[config.mk]
export PLATFORM = sky130hd
export DESIGN_NAME = pll_ctrl
export DESIGN_NICKNAME = d
export VERILOG_FILES = /design/src/rtl/pll_ctrl_pkg.sv /design/src/rtl/pll_ctrl_lock_filter.sv /design/src/rtl/pll_ctrl.sv
export SDC_FILE = /design/constraint.sdc
export NUM_CORES = 1
export LEC_CHECK = 0
export ABC_AREA = 1
export BUFFER_PORTS_ARGS = -buffer_cell sky130_fd_sc_hd__buf_2
export CAP_MARGIN = 20
export CORE_MARGIN = 2
export CORE_UTILIZATION = 45
export DETAILED_ROUTE_END_ITERATION = 6
export PLACE_DENSITY_LB_ADDON = 0.2
export SYNTH_ARGS = -nofsm -noshare
export SYNTH_HDL_FRONTEND = slang
export SYNTH_SLANG_ARGS = --single-unit
[constraint.sdc]
create_clock -name rclk -period 1.7 [get_ports rclk]
set_input_delay 0.255 -clock rclk [delete_from_list [all_inputs] [get_ports rclk]]
set_output_delay 0.255 -clock rclk [all_outputs]
set_load 0.01 [all_outputs]
[src/rtl/pll_ctrl_pkg.sv]
// Shared types and widths for the PLL power-up / lock-supervision sequencer.
package pll_ctrl_pkg;

  localparam int unsigned CNT_W   = 16;
  localparam int unsigned RETRY_W = 4;

  typedef enum logic [2:0] {
    IDLE      = 3'd0,
    SETTLE    = 3'd1,
    WAIT_LOCK = 3'd2,
    LOCKED    = 3'd3,
    OFF       = 3'd4,
    FAIL      = 3'd5
  } state_e;

endpackage

[src/rtl/pll_ctrl_lock_filter.sv]
// Lock-loss filter: counts consecutive low pll_lock samples, pulses lost on the
// sample that reaches unlock_filter.
module pll_lock_filter
  import pll_ctrl_pkg::*;
#(
  parameter int unsigned unlock_filter = 2
) (
  input  logic rclk,
  input  logic rst_n,
  input  logic clr,
  input  logic pll_lock,
  output logic lost
);

  localparam logic [CNT_W-1:0] LOW_LAST = CNT_W'(unlock_filter - 1);

  logic [CNT_W-1:0] low_cnt;

  // lost is combinational so the sequencer leaves LOCKED on the qualifying edge.
  assign lost = !clr && !pll_lock && (low_cnt == LOW_LAST);

  always_ff @(posedge rclk or negedge rst_n) begin
    if (!rst_n) begin
      low_cnt <= '0;
    end else if (clr || pll_lock || lost) begin
      low_cnt <= '0;
    end else begin
      low_cnt <= low_cnt + 1'b1;
    end
  end

endmodule

[src/rtl/pll_ctrl.sv]
// PLL power-up and lock-supervision sequencer: drives pll_core en/fbdiv, waits
// for lock with timeout, cycles the PLL on timeout or lock loss with bounded retries.
module pll_ctrl
  import pll_ctrl_pkg::*;
#(
  parameter int unsigned settle_cycles       = 4,
  parameter int unsigned lock_timeout_cycles = 200,
  parameter int unsigned off_cycles          = 4,
  parameter int unsigned unlock_filter       = 2,
  parameter int unsigned max_retries         = 3
) (
  input  logic               rclk,
  input  logic               rst_n,
  input  logic               req,
  input  logic [7:0]         fbdiv_cfg,
  input  logic               pll_lock,
  output logic               pll_en,
  output logic [7:0]         pll_fbdiv,
  output logic               clk_ready,
  output logic               fail,
  output logic [RETRY_W-1:0] retry_cnt,
  output logic [2:0]         state
);

  if (settle_cycles < 1 || settle_cycles > 65535) begin : g_bad_settle
    $error("pll_ctrl: settle_cycles must be in 1..65535");
  end
  if (lock_timeout_cycles < 1 || lock_timeout_cycles > 65535) begin : g_bad_timeout
    $error("pll_ctrl: lock_timeout_cycles must be in 1..65535");
  end
  if (off_cycles < 1 || off_cycles > 65535) begin : g_bad_off
    $error("pll_ctrl: off_cycles must be in 1..65535");
  end
  if (unlock_filter < 1 || unlock_filter > 65535) begin : g_bad_filter
    $error("pll_ctrl: unlock_filter must be in 1..65535");
  end
  if (max_retries > 15) begin : g_bad_retries
    $error("pll_ctrl: max_retries must be <= 15");
  end

  // SETTLE exits on count == settle_cycles: the capture edge plus settle_cycles
  // stable cycles, so pll_en rises after edge E(settle_cycles+1).
  localparam logic [CNT_W-1:0]   SETTLE_LAST  = CNT_W'(settle_cycles);
  localparam logic [CNT_W-1:0]   TIMEOUT_LAST = CNT_W'(lock_timeout_cycles - 1);
  localparam logic [CNT_W-1:0]   OFF_LAST     = CNT_W'(off_cycles - 1);
  localparam logic [RETRY_W-1:0] RETRY_MAX    = RETRY_W'(max_retries);

  state_e             cur, nxt;
  logic [CNT_W-1:0]   cnt;
  logic [RETRY_W-1:0] retry_nxt;
  logic               capture;
  logic               retry_evt;
  logic               lost;

  pll_lock_filter #(
    .unlock_filter(unlock_filter)
  ) u_filter (
    .rclk    (rclk),
    .rst_n   (rst_n),
    .clr     (cur != LOCKED),
    .pll_lock(pll_lock),
    .lost    (lost)
  );

  always_ff @(posedge rclk or negedge rst_n) begin
    if (!rst_n) begin
      cur       <= IDLE;
      cnt       <= '0;
      retry_cnt <= '0;
      pll_fbdiv <= '0;
    end else begin
      cur       <= nxt;
      retry_cnt <= retry_nxt;
      if (nxt != cur) begin
        cnt <= '0;
      end else if (cnt != '1) begin
        cnt <= cnt + 1'b1;
      end
      if (capture) begin
        pll_fbdiv <= (fbdiv_cfg == '0) ? 8'd1 : fbdiv_cfg;
      end
    end
  end

  always_comb begin
    nxt       = cur;
    retry_nxt = retry_cnt;
    capture   = 1'b0;
    retry_evt = 1'b0;
    if (!req) begin
      nxt       = IDLE;
      retry_nxt = '0;
    end else begin
      unique case (cur)
        IDLE: begin
          nxt       = SETTLE;
          capture   = 1'b1;
          retry_nxt = '0;
        end
        SETTLE: begin
          if (cnt == SETTLE_LAST) nxt = WAIT_LOCK;
        end
        WAIT_LOCK: begin
          if (pll_lock) nxt = LOCKED;
          else if (cnt == TIMEOUT_LAST) retry_evt = 1'b1;
        end
        LOCKED: begin
          if (lost) retry_evt = 1'b1;
        end
        OFF: begin
          if (cnt == OFF_LAST) nxt = SETTLE;
        end
        FAIL: begin
          nxt = FAIL;
        end
        default: begin
          nxt = IDLE;
        end
      endcase
      if (retry_evt) begin
        if (retry_cnt < RETRY_MAX) begin
          retry_nxt = retry_cnt + 1'b1;
          nxt       = OFF;
        end else begin
          nxt = FAIL;
        end
      end
    end
  end

  assign pll_en    = (cur == WAIT_LOCK) || (cur == LOCKED);
  assign clk_ready = (cur == LOCKED);
  assign fail      = (cur == FAIL);
  assign state     = cur;

endmodule
==> results of run 1 <==
-- path summary, 6_finish.rpt --
check	start	endpoint	slack, ns	cells past startpoint
setup / recovery	cnt[8]	cnt[15]	-0.19	12
hold / removal	fbdiv_cfg[7]	pll_fbdiv[7]	0.20	2
setup reg to reg	cnt[8]	cnt[15]	-0.19	12
hold reg to reg	pll_fbdiv[0]	pll_fbdiv[0]	0.49	2
max in group asynchronous	rst_n	cnt[0]	0.78	3
min in group asynchronous	rst_n	u_filter.low_cnt[8]	0.41	2
-- flip-flops by register name, indices dropped and copies added (netlist names) --
signal	flops
state	3
pll_fbdiv	8
u_filter.low_cnt	16
retry_cnt	4
cnt	16
-- repair_timing --
action	4_1_cts	5_1_grt
hold buffers	1	0
pin swaps	1	7
endpoints found under the setup margin	18	21
hold endpoints to repair	16	0
gates cloned	1	0
resized for setup	20	36
setup buffers	5	5
-- power groups by stage --
stage                     logic (mW)  registers (mW)  clock network (mW)
after floorplan                0.240            1.28                   0
after global placement         0.438            1.26                   0
after detailed placement       0.440            1.26                   0
after CTS                      0.525            1.24               0.859
after global routing           0.701            1.26               0.901
final                          0.641            1.25               0.834
-- per-layer routing --
metal / track usage, % / share of wire (%) / vias to the layer above / routed length, um
li1: - / - / 1262 / -
met1: 27.75 / 45 / 1182 / 2811
met2: 36.97 / 51 / 45 / 3207
met3: 3.733 / 2.9 / 6 / 183
met4: 4.655 / 0.91 / 0 / 57
met5: 0 / 0 / - / 0
-- layout by cell type (no fill, tap or decap), types with 3 or more instances in the layout --
master,n
nand2_4,3
nand4_1,6
dfrtp_2,3
xnor2_1,3
nand3_1,25
nand2_2,8
nor2_4,8
inv_1,37
o21ai_0,8
dfrtp_1,44
mux2_2,4
nand3_2,5
clkbuf_8,5
buf_4,65
nor3b_1,4
nor2_2,21
nand2_1,47
inv_2,4
nor3_1,9
xor2_1,9
nor4_1,4
a21oi_1,10
buf_2,29
nor2_1,45
-- worst max-delay path: cells and delay by family, from the launching register on --
| family | cells | cell delay (ns) |
|---|---|---|
| DFF | 1 | 0.42 |
| buffers and inverters | 1 | 0.14 |
| and+or+nand+nor | 10 | 1.17 |
| AOI/OAI and AO/OA | 1 | 0.13 |
-- area by class of cell --
| type | instances | area share [%] |
|---|---|---|
| timing repair buffer | 98 | 18.86 |
| inverter | 43 | 4.521 |
| sequential | 47 | 32.05 |
| clock buffer | 5 | 1.869 |
| multi-input combinational | 237 | 39.06 |
| clock inverter | 3 | 1.190 |
| tap | 72 | 2.447 |
-- logic make-up after synthesis --
family | count (synthesis)
mux | 4
fa+ha+maj | 5
simple gates | 191
compound gates | 23
xor+xnor | 13
buf+inv | 46
flops | 47
==> qor.json, run 1 <==
{
  "status": {
    "run_status": "finished with violations",
    "violations": "negative setup slack"
  },
  "critical_path": {
    "timing.critical_path.cells": "nor2_2, nand2_2, nor2_2, buf_4, nand3b_1, nand2_1, nand2_1, o21ai_1, nand2_1, nor2_4, nand2_4, nor2_2",
    "setup.worst_path.class": "register to register",
    "cp_slowest_cell": "dfrtp_1",
    "worstSetupEndpointType": "register",
    "cpPeakStageDelay_ns": 0.42,
    "worst_ep_arrival_time_ns": 2.13,
    "cp_max_fo": 8,
    "category_of_the_worst_setup_path_launch_point": "register",
    "data_required_time_of_the_critical_path_ns": 1.94
  },
  "synthesis": {
    "synth_top_family_by_area": "simple AND/OR/NAND/NOR gates",
    "synthesis.area_per_instance_um2": 7.830,
    "area_contributors_post_synth": "dfrtp_1, nor2_1, nand2_1",
    "synth_compound_gate_area_share_pct": 4.905,
    "synth_top_area_share_pct": 45.65,
    "synth_area_leader_cell": "dfrtp_1",
    "synth_most_common_cell": "nor2_1",
    "synth_adder_area_share_pct": 2.428,
    "synthCells": 329,
    "synth_cell_types": 28,
    "synth.mux.area_fraction_pct": 1.748,
    "synthSimpleGateAreaFrac_pct": 33.85,
    "ys_warn_count": 0,
    "synth-edff-count": 0,
    "synth-async-reset-ratio_pct": 100.0,
    "synth.cell_area_um2": 2576,
    "synth_xor_area_share_pct": 4.420,
    "synth_seq_cells": 47,
    "synth_ff_type": "dfrtp_1",
    "net_count_after_synthesis": 346,
    "seq_area_frac_synth_pct": 45.65,
    "synth.cells.most_frequent": "nor2_1, nand2_1, dfrtp_1, inv_1, nand3_1"
  },
  "clocking": {
    "tritoncts": "yes",
    "numCtsBuffers": 5,
    "numClockSinks": 47,
    "clock_tree.htree_level_count": 2,
    "clk_root_buffer_cell": "clkbuf_8",
    "clk_path_buf_depth": 2,
    "clk-insertion-delay-late_ns": 0.30,
    "clk_pin_slew_ns": 0.09
  },
  "placed_design": {
    "post_dp_area_um2": 3273,
    "gpl.final_weighted_congestion": 0.8767,
    "place_ws_ns": -0.1652,
    "buffer_ports.inserted": 29,
    "place.detailed.hpwl_um": 4415,
    "dp_cells": 485
  },
  "detailed_routing": {
    "via_count": 2495,
    "routed_wire_length_per_instance_um": 12.40,
    "drt-vias-per-instance": 4.941,
    "detail_route.iter0.violations": 129,
    "drc": 0,
    "totalWireLength_um": 6260,
    "detail_route.first_pass.iterations": 5,
    "detail-route-antenna-nets": 0
  },
  "floorplan": {
    "die_width_um": 79.67,
    "die_area_um2": 6347,
    "core_area_um2": 5507,
    "num_io_pins": 30,
    "starting_utilization_of_the_core_area_pct": 46.78,
    "die_h_um": 79.67,
    "core.rowCount": 27
  },
  "layout": {
    "multiInputGateArea_um2": 1438,
    "finalCoreUtilization_pct": 66.85,
    "sequential_cell_area_um2": 1180,
    "synthToLayoutAreaGrowth_pct": 42.88,
    "num_antenna_cells": 0,
    "stdcell_area_um2": 3681,
    "final_cells": 505,
    "layout.filler_cells": 459,
    "final_net_count": 449,
    "post_route_cells_drive_above_1_share_pct": 39.95
  },
  "timing": {
    "worst_hold_slack_ns": 0.2033,
    "max_freq_ghz": 0.5281,
    "setup-violations-final": 16,
    "final_max_slew_viol_count": 0,
    "rsz0062_at_grt": "yes",
    "min_period_ns": 1.894,
    "hold_viol_final": 0,
    "worst-slew-pin-transition_ns": 0.4219,
    "least_setup_slack_across_all_paths_after_layout_ns": -0.1937,
    "setup_total_negative_slack_ns": -2.545,
    "clock-skew-final_ns": 0.006978,
    "slew_headroom_pct": 71.87,
    "timing.final.crit_share_pct": 111.4
  },
  "power": {
    "netSwitchingFraction_pct": 29.48,
    "share_comb_of_total_power_pct": 23.5,
    "total_leakage_power_nw": 1.790,
    "p_per_area_nw_per_um2": 740.2,
    "clockPowerShare_pct": 30.6,
    "power_frac_seq_pct": 45.9,
    "internal_power_mw": 1.921,
    "vdd.ir_drop.worst_uv": 541.0,
    "net-switching-power_uw": 803.1,
    "report.power.total_mw": 2.725
  },
  "global_routing": {
    "total_track_usage_pct": 21.31,
    "pin_count_of_the_biggest_net_entering_global_routing": 32,
    "first_global_vias": 2422,
    "grt_first_pass_wirelength_um": 10690,
    "grt_overflow_total": 0,
    "number_of_antenna_violations_at_the_first_check_in_global_routing": 0
  },
  "hold_path": {
    "hp-class": "input pin to register"
  },
  "flow_run": {
    "cap_viol_max_count": 0
  }
}
Note: power is estimated with default switching activity, not from simulation.
==> inputs of run 2 (changes only) <==
==> constraint.sdc (replaced) <==
create_clock -name rclk -period 1.6 [get_ports rclk]
set_input_delay 0.24 -clock rclk [delete_from_list [all_inputs] [get_ports rclk]]
set_output_delay 0.24 -clock rclk [all_outputs]
set_load 0.01 [all_outputs]
==> run 2 against run 1 <==
The flow still finishes with violations (negative setup slack). First-iteration DRC count fell by 25%. Non-clock buffer count rose by 1. Design area fell by 1.5%. Sequential cell count did not move. Die area unchanged. Clock power down 11%. Cell count rose by 0.20%. Via count is 1.2% lower. Sequential share of layout area rose by 0.52 points. Hold slack worse by 0.015 ns. Count of clock-buffer cells in the layout grew 2. Global-route usage decreased by 0.35 points.
==> qor.json, run 2 (synthesis results as in run 1) <==
{
  "floorplan": {
    "num_io_pins": {"value": 30, "change": "unchanged"},
    "core.rowCount": {"value": 27, "change": "unchanged"},
    "die_area": {"value": 6347, "unit": "um2", "change": "unchanged"},
    "core_area": {"value": 5507, "unit": "um2", "change": "unchanged"},
    "starting_utilization_of_the_core_area": {"value": 46.78, "unit": "%", "change": "unchanged"},
    "die_width": {"value": 79.67, "unit": "um", "change": "unchanged"},
    "die_h": {"value": 79.67, "unit": "um", "change": "unchanged"}
  },
  "critical_path": {
    "worstRegToRegCells": {"value": 12, "change": "unchanged"},
    "setup.worst_path.class": "register to register",
    "worst_ep_arrival_time": {"value": 2.12, "unit": "ns", "change": "about the same"},
    "data_required_time_of_the_critical_path": {"value": 1.84, "unit": "ns", "change": "-0.10 ns"},
    "category_of_the_worst_setup_path_launch_point": "register",
    "worstSetupEndpointType": "register",
    "cp_max_fo": {"value": 8, "change": "unchanged"}
  },
  "layout": {
    "sequential_cell_area": {"value": 1181, "unit": "um2", "change": "+0.11%"},
    "final_net_count": {"value": 450, "change": "+0.22%"},
    "layout.filler_cells": {"value": 474, "change": "+3.3%"},
    "multiInputGateArea": {"value": 1408, "unit": "um2", "change": "-2.1%"},
    "layout_commonest_cell": "buf_4",
    "stdcell_area": {"value": 3626, "unit": "um2", "change": "-1.5%"},
    "final_cells": {"value": 506, "change": "+0.20%"},
    "layout_common_cells": "buf_4, nand2_1, nor2_1",
    "post_route_cells_drive_above_1_share": {"value": 38.25, "unit": "%", "change": "-1.7 points"},
    "synthToLayoutAreaGrowth_pct": 40.75,
    "reg_top3": "cnt (16), u_filter.low_cnt (16), pll_fbdiv (8)",
    "num_antenna_cells": {"value": 0, "change": "unchanged"}
  },
  "timing": {
    "final_max_slew_viol_count": {"value": 0, "change": "unchanged"},
    "hold_viol_final": {"value": 0, "change": "unchanged"},
    "setup-violations-final": {"value": 20, "change": "+4"},
    "worst-slew-pin-transition": {"value": 0.3769, "unit": "ns", "change": "-0.04499 ns"},
    "worst_hold_slack": {"value": 0.1884, "unit": "ns", "change": "-0.01490 ns"},
    "timing.final.crit_share": {"value": 117.5, "unit": "%", "change": "+6.2 points"},
    "min_period": {"value": 1.881, "unit": "ns", "change": "-0.01296 ns"},
    "slew_headroom": {"value": 74.87, "unit": "%", "change": "+3.0 points"},
    "max_freq": {"value": 0.5317, "unit": "GHz", "change": "+0.69%"},
    "clock-skew-final": {"value": 0.01124, "unit": "ns", "change": "+0.004259 ns"},
    "rsz0062_at_grt": "yes",
    "least_setup_slack_across_all_paths_after_layout": {"value": -0.2807, "unit": "ns", "change": "-0.08704 ns"}
  },
  "global_routing": {
    "pin_count_of_the_biggest_net_entering_global_routing": {"value": 33, "change": "+3.1%"},
    "total_track_usage": {"value": 20.96, "unit": "%", "change": "-0.35 points"},
    "grt_busiest_layer": "met2",
    "grt_overflow_total": {"value": 0, "change": "unchanged"},
    "first_global_vias": {"value": 2381, "change": "-1.7%"},
    "grt_first_pass_wirelength": {"value": 10320, "unit": "um", "change": "-3.4%"},
    "met2_usage": {"value": 36.39, "unit": "%", "change": "-0.59 points"},
    "number_of_antenna_violations_at_the_first_check_in_global_routing": {"value": 0, "change": "unchanged"},
    "gr-usage-met1": {"value": 25.29, "unit": "%", "change": "-2.5 points"},
    "global_route.usage.met3": {"value": 4.186, "unit": "%", "change": "+0.45 points"}
  },
  "placed_design": {
    "post_dp_area": {"value": 3323, "unit": "um2", "change": "+1.5%"},
    "buffer_ports.inserted": {"value": 29, "change": "unchanged"},
    "place.detailed.hpwl": {"value": 4431, "unit": "um", "change": "+0.36%"},
    "place_ws": {"value": -0.2746, "unit": "ns", "change": "-0.1094 ns"},
    "dp_cells": {"value": 492, "change": "+1.4%"},
    "gpl.final_weighted_congestion": {"value": 0.8615, "change": "-1.7%"}
  },
  "clocking": {
    "numClockSinks": {"value": 47, "change": "unchanged"},
    "tritoncts": "yes",
    "numCtsBuffers": {"value": 5, "change": "unchanged"},
    "clk_root_buffer_cell": "clkbuf_8",
    "clock_tree.htree_level_count": {"value": 2, "change": "unchanged"},
    "clk_pin_slew": {"value": 0.08, "unit": "ns", "change": "about the same"},
    "clk-insertion-delay-late": {"value": 0.31, "unit": "ns", "change": "about the same"},
    "clk_path_buf_depth": {"value": 2, "change": "unchanged"}
  },
  "detailed_routing": {
    "drc": {"value": 0, "change": "unchanged"},
    "via_count": {"value": 2464, "change": "-1.2%"},
    "detail_route.iter0.violations": {"value": 97, "change": "-25%"},
    "routed_wire_length_per_instance": {"value": 12.06, "unit": "um", "change": "-2.7%"},
    "totalWireLength": {"value": 6103, "unit": "um", "change": "-2.5%"},
    "detail-route-antenna-nets": {"value": 0, "change": "unchanged"},
    "drt-vias-per-instance": {"value": 4.870, "change": "-1.4%"},
    "detail_route.first_pass.iterations": {"value": 4, "change": "-1"}
  },
  "status": {
    "run_status": "finished with violations",
    "violations": "negative setup slack"
  },
  "flow_run": {
    "cap_viol_max_count": {"value": 0, "change": "unchanged"}
  },
  "power": {
    "total_leakage_power": {"value": 1.755, "unit": "nW", "change": "-1.9%"},
    "vdd.ir_drop.worst": {"value": 497.4, "unit": "uV", "change": "-8.1%"},
    "p_per_area": {"value": 710.5, "unit": "nW/um2", "change": "-4.0%"}
  },
  "hold_path": {
    "hp-class": "input pin to register",
    "hold_path_stages": {"value": 2, "change": "unchanged"}
  }
}
## run 2: path summary, 6_finish.rpt
path	from	endpoint	slack (ns)
worst max-delay path	cnt[8]	cnt[9]	-0.28
worst min-delay path	fbdiv_cfg[5]	pll_fbdiv[5]	0.19
worst max register to register	cnt[8]	cnt[9]	-0.28
worst min register to register	pll_fbdiv[1]	pll_fbdiv[1]	0.48
max in group asynchronous	rst_n	state[2]	0.72
min in group asynchronous	rst_n	u_filter.low_cnt[2]	0.38
## run 2: metrics by stage
stage / util (%) / power, mW / TNS [ns]
after detailed placement: 60.35 / 1.795 / -4.226
final: 65.85 / 2.576 / -4.538
after CTS: 64.01 / 2.589 / -2.660
after floorplan: - / 1.614 / -1.054
after global routing: 65.85 / 2.721 / -7.448
after global placement: 60.35 / 1.785 / -3.539
## run 2: power breakdown
group / leakage, nW / internal (mW) / switching [mW]
Combinational: 1.08 / 0.209 / 0.307
Sequential: 0.631 / 1.26 / 0.0588
Clock: 0.0482 / 0.349 / 0.391
## run 2: timing repair
| action | CTS | global route |
|---|---|---|
| resized for setup | 23 | 23 |
| setup endpoints to repair | 20 | 23 |
| gates cloned | 1 | 0 |
| pin swaps | 4 | 8 |
| setup buffers | 2 | 2 |
| hold buffers | 1 | 0 |
| endpoints found under the hold margin | 15 | 0 |
## run 2: cell type report
type | count | share of cell area, %
Multi-Input combinational cell | 237 | 38.82
Sequential cell | 47 | 32.57
Timing Repair Buffer | 99 | 19.01
Inverter | 43 | 4.589
Tap cell | 72 | 2.484
Clock buffer | 7 | 2.381
Clock inverter | 1 | 0.1380
## run 2: routing by layer
metal  part of all wire (%)  wire, um
met1                     45      2766
met2                     50      3044
met3                    2.4       147
met4                    2.4       144
met5                      0         0
## run 2: worst max-delay path: stages (launching register included)
cell and delay [ns]:
dfrtp_1 0.40, nor2_2 0.14, nand2_1 0.07, nor2_2 0.14
buf_6 0.13, nand3b_1 0.07, nand2_1 0.06, nand2_1 0.06
o21ai_1 0.15, nand2_1 0.12, nor2_4 0.24, nand2_8 0.13
nor2_2 0.10
==> inputs of run 3 (changes only) <==
--- a/config.mk
+++ b/config.mk
@@ -8,8 +8,10 @@
 export ABC_AREA = 1
 export BUFFER_PORTS_ARGS = -buffer_cell sky130_fd_sc_hd__buf_2
 export CAP_MARGIN = 20
+export CELL_PAD_IN_SITES_DETAIL_PLACEMENT = 0
+export CELL_PAD_IN_SITES_GLOBAL_PLACEMENT = 2
 export CORE_MARGIN = 2
-export CORE_UTILIZATION = 45
+export CORE_UTILIZATION = 31
 export DETAILED_ROUTE_END_ITERATION = 6
 export PLACE_DENSITY_LB_ADDON = 0.2
 export SYNTH_ARGS = -nofsm -noshare
==> run 3 against run 2 <==
The flow still finishes with violations (negative setup slack). Hold slack lost 0.012 ns. Power is 1.2% higher. Combinational power rose by 2%. Global-route usage is 5.9 points lower. Core utilization is 20 points lower. Clock skew about the same. Count of clock-buffer cells in the layout is 2 lower. Wire length up 4.6%. Setup slack improved by 0.10 ns.
==> qor.json, run 3 (synthesis results as in run 1) <==
{
  "timing": {
    "clock-skew-final": {"value": 0.01119, "unit": "ns", "change": "-0.00005020 ns"},
    "final_max_slew_viol_count": {"value": 0, "change": "unchanged"},
    "timing.final.crit_share": {"value": 111.1, "unit": "%", "change": "-6.4 points"},
    "slew_headroom": {"value": 69.64, "unit": "%", "change": "-5.2 points"},
    "rsz0062_at_grt": "yes",
    "least_setup_slack_across_all_paths_after_layout": {"value": -0.1777, "unit": "ns", "change": "+0.1031 ns"},
    "hold_viol_final": {"value": 0, "change": "unchanged"},
    "setup-violations-final": {"value": 20, "change": "unchanged"},
    "worst-slew-pin-transition": {"value": 0.4554, "unit": "ns", "change": "+0.07854 ns"},
    "min_period": {"value": 1.778, "unit": "ns", "change": "-0.1031 ns"},
    "max_freq": {"value": 0.5625, "unit": "GHz", "change": "+5.8%"}
  },
  "detailed_routing": {
    "via_count": {"value": 2477, "change": "+0.53%"},
    "drt-vias-per-instance": {"value": 4.479, "change": "-8.0%"},
    "routed_wire_length_per_instance": {"value": 11.54, "unit": "um", "change": "-4.3%"},
    "detail_route.iter0.violations": {"value": 64, "change": "-34%"},
    "drc": {"value": 0, "change": "unchanged"},
    "detail-route-antenna-nets": {"value": 0, "change": "unchanged"},
    "totalWireLength": {"value": 6382, "unit": "um", "change": "+4.6%"},
    "detail_route.first_pass.iterations": {"value": 4, "change": "unchanged"}
  },
  "floorplan": {
    "die_h": {"value": 95.16, "unit": "um", "change": "+19%"},
    "num_io_pins": {"value": 30, "change": "unchanged"},
    "core_area": {"value": 8134, "unit": "um2", "change": "+48%"},
    "die_area": {"value": 9055, "unit": "um2", "change": "+43%"},
    "die_width": {"value": 95.16, "unit": "um", "change": "+19%"},
    "core.rowCount": {"value": 33, "change": "+22%"},
    "starting_utilization_of_the_core_area": {"value": 31.67, "unit": "%", "change": "-15 points"}
  },
  "critical_path": {
    "setup.worst_path.class": "register to register",
    "worstRegToRegCells": {"value": 12, "change": "unchanged"},
    "cp_max_fo": {"value": 16, "change": "+8"},
    "data_required_time_of_the_critical_path": {"value": 1.79, "unit": "ns", "change": "-0.05 ns"},
    "worst_ep_arrival_time": {"value": 1.97, "unit": "ns", "change": "-0.15 ns"},
    "worstSetupEndpointType": "register",
    "category_of_the_worst_setup_path_launch_point": "register"
  },
  "layout": {
    "layout_commonest_cell": "buf_4",
    "finalCoreUtilization": {"value": 46.15, "unit": "%", "change": "-20 points"},
    "reg_top3": "cnt (16), u_filter.low_cnt (16), pll_fbdiv (8)",
    "layout_common_cells": "buf_4, nor2_1, nand2_1",
    "layout.filler_cells": {"value": 852, "change": "+80%"},
    "synthToLayoutAreaGrowth_pct": 45.70,
    "final_net_count": {"value": 464, "change": "+3.1%"},
    "final_cells": {"value": 553, "change": "+9.3%"},
    "post_route_cells_drive_above_1_share": {"value": 38.39, "unit": "%", "change": "+0.14 points"},
    "num_antenna_cells": {"value": 0, "change": "unchanged"}
  },
  "clocking": {
    "tritoncts": "yes",
    "clk-insertion-delay-late": {"value": 0.30, "unit": "ns", "change": "about the same"},
    "clock_tree.htree_level_count": {"value": 2, "change": "unchanged"},
    "clk_path_buf_depth": {"value": 2, "change": "unchanged"},
    "clk_pin_slew": {"value": 0.10, "unit": "ns", "change": "+0.02 ns"},
    "clk_root_buffer_cell": "clkbuf_8",
    "numCtsBuffers": {"value": 5, "change": "unchanged"},
    "numClockSinks": {"value": 47, "change": "unchanged"}
  },
  "global_routing": {
    "total_track_usage": {"value": 15.06, "unit": "%", "change": "-5.9 points"},
    "pin_count_of_the_biggest_net_entering_global_routing": {"value": 33, "change": "unchanged"},
    "grt_overflow_total": {"value": 0, "change": "unchanged"},
    "number_of_antenna_violations_at_the_first_check_in_global_routing": {"value": 0, "change": "unchanged"},
    "grt_first_pass_wirelength": {"value": 10690, "unit": "um", "change": "+3.5%"},
    "first_global_vias": {"value": 2331, "change": "-2.1%"}
  },
  "status": {
    "violations": "negative setup slack",
    "run_status": "finished with violations"
  },
  "placed_design": {
    "gpl.final_weighted_congestion": {"value": 0.7567, "change": "-12%"},
    "dp_cells": {"value": 537, "change": "+9.1%"},
    "buffer_ports.inserted": {"value": 29, "change": "unchanged"},
    "place.detailed.hpwl": {"value": 4846, "unit": "um", "change": "+9.4%"}
  },
  "flow_run": {
    "cap_viol_max_count": {"value": 0, "change": "unchanged"}
  },
  "hold_path": {
    "hp-class": "input pin to register",
    "hold_path_stages": {"value": 2, "change": "unchanged"}
  },
  "power": {
    "vdd.ir_drop.worst": {"value": 583.0, "unit": "uV", "change": "+17%"},
    "p_per_area": {"value": 694.6, "unit": "nW/um2", "change": "-2.2%"},
    "total_leakage_power": {"value": 1.837, "unit": "nW", "change": "+4.7%"}
  }
}
run 3: path summary, 6_finish.rpt:
| check | slack (ns) | start | endpoint |
|---|---|---|---|
| min | 0.18 | fbdiv_cfg[4] | pll_fbdiv[4] |
| min reg2reg | 0.49 | pll_fbdiv[2] | pll_fbdiv[2] |
| min in group asynchronous | 0.40 | rst_n | u_filter.low_cnt[8] |
| max reg2reg | -0.18 | cnt[1] | cnt[14] |
| max in group asynchronous | 0.66 | rst_n | cnt[2] |
| max | -0.18 | cnt[1] | cnt[14] |
run 3: metal layers:
metal  wire length [um]  track usage (%)  up-vias
met1               3167            20.41     1156
li1                   -                -     1292
met4                 58            4.348        0
met2               3019            25.00       23
met5                  0                0        -
met3                137            2.134        6
run 3: stage by stage:
step / area (um2) / TNS, ns / power [mW] / setup slack [ns] / hold slack [ns]
floorplan: 2610 / -1.054 / 1.614 / -0.1014 / -0.05559
global placement: 3455 / -5.139 / 1.837 / -0.3080 / 0.2105
detailed placement: 3455 / -5.003 / 1.843 / -0.3084 / 0.2099
CTS: 3596 / -3.185 / 2.650 / -0.1964 / 0.1578
global route: 3754 / -7.125 / 2.789 / -0.3864 / 0.1708
finish: 3754 / -3.094 / 2.607 / -0.1777 / 0.1759
run 3: cell type report:
type	count	area, um2	area share [%]
Tap cell	105	131.4	3.500
Clock buffer	5	68.82	1.833
Multi-Input combinational cell	236	1370	36.50
Clock inverter	3	22.52	0.6000
Inverter	43	166.4	4.433
Sequential cell	47	1181	31.47
Timing Repair Buffer	114	813.3	21.67
run 3: critical path, cell delays in order (launching register included):
cell,delay (ns)
dfrtp_1,0.40
ha_2,0.24
nand2_1,0.06
nor2_1,0.08
nand3_1,0.13
nand2_2,0.12
inv_1,0.04
nand2_1,0.07
nand3_1,0.10
nand2_1,0.09
nand2_2,0.09
nand2_8,0.16
nor2_2,0.04
run 3: where the power goes:
part	switching [mW]	internal (mW)	total (mW)	leakage, nW
Clock	0.446	0.317	0.763	0.0489
Sequential	0.0585	1.26	1.32	0.631
Combinational	0.289	0.235	0.524	1.16
run 3: timing repair:
item,CTS,global route
endpoints found under the hold margin,15,0
hold buffers,1,0
setup endpoints to repair,21,27
pin swaps,0,11
gates cloned,0,0
setup buffers,0,7
resized for setup,13,23
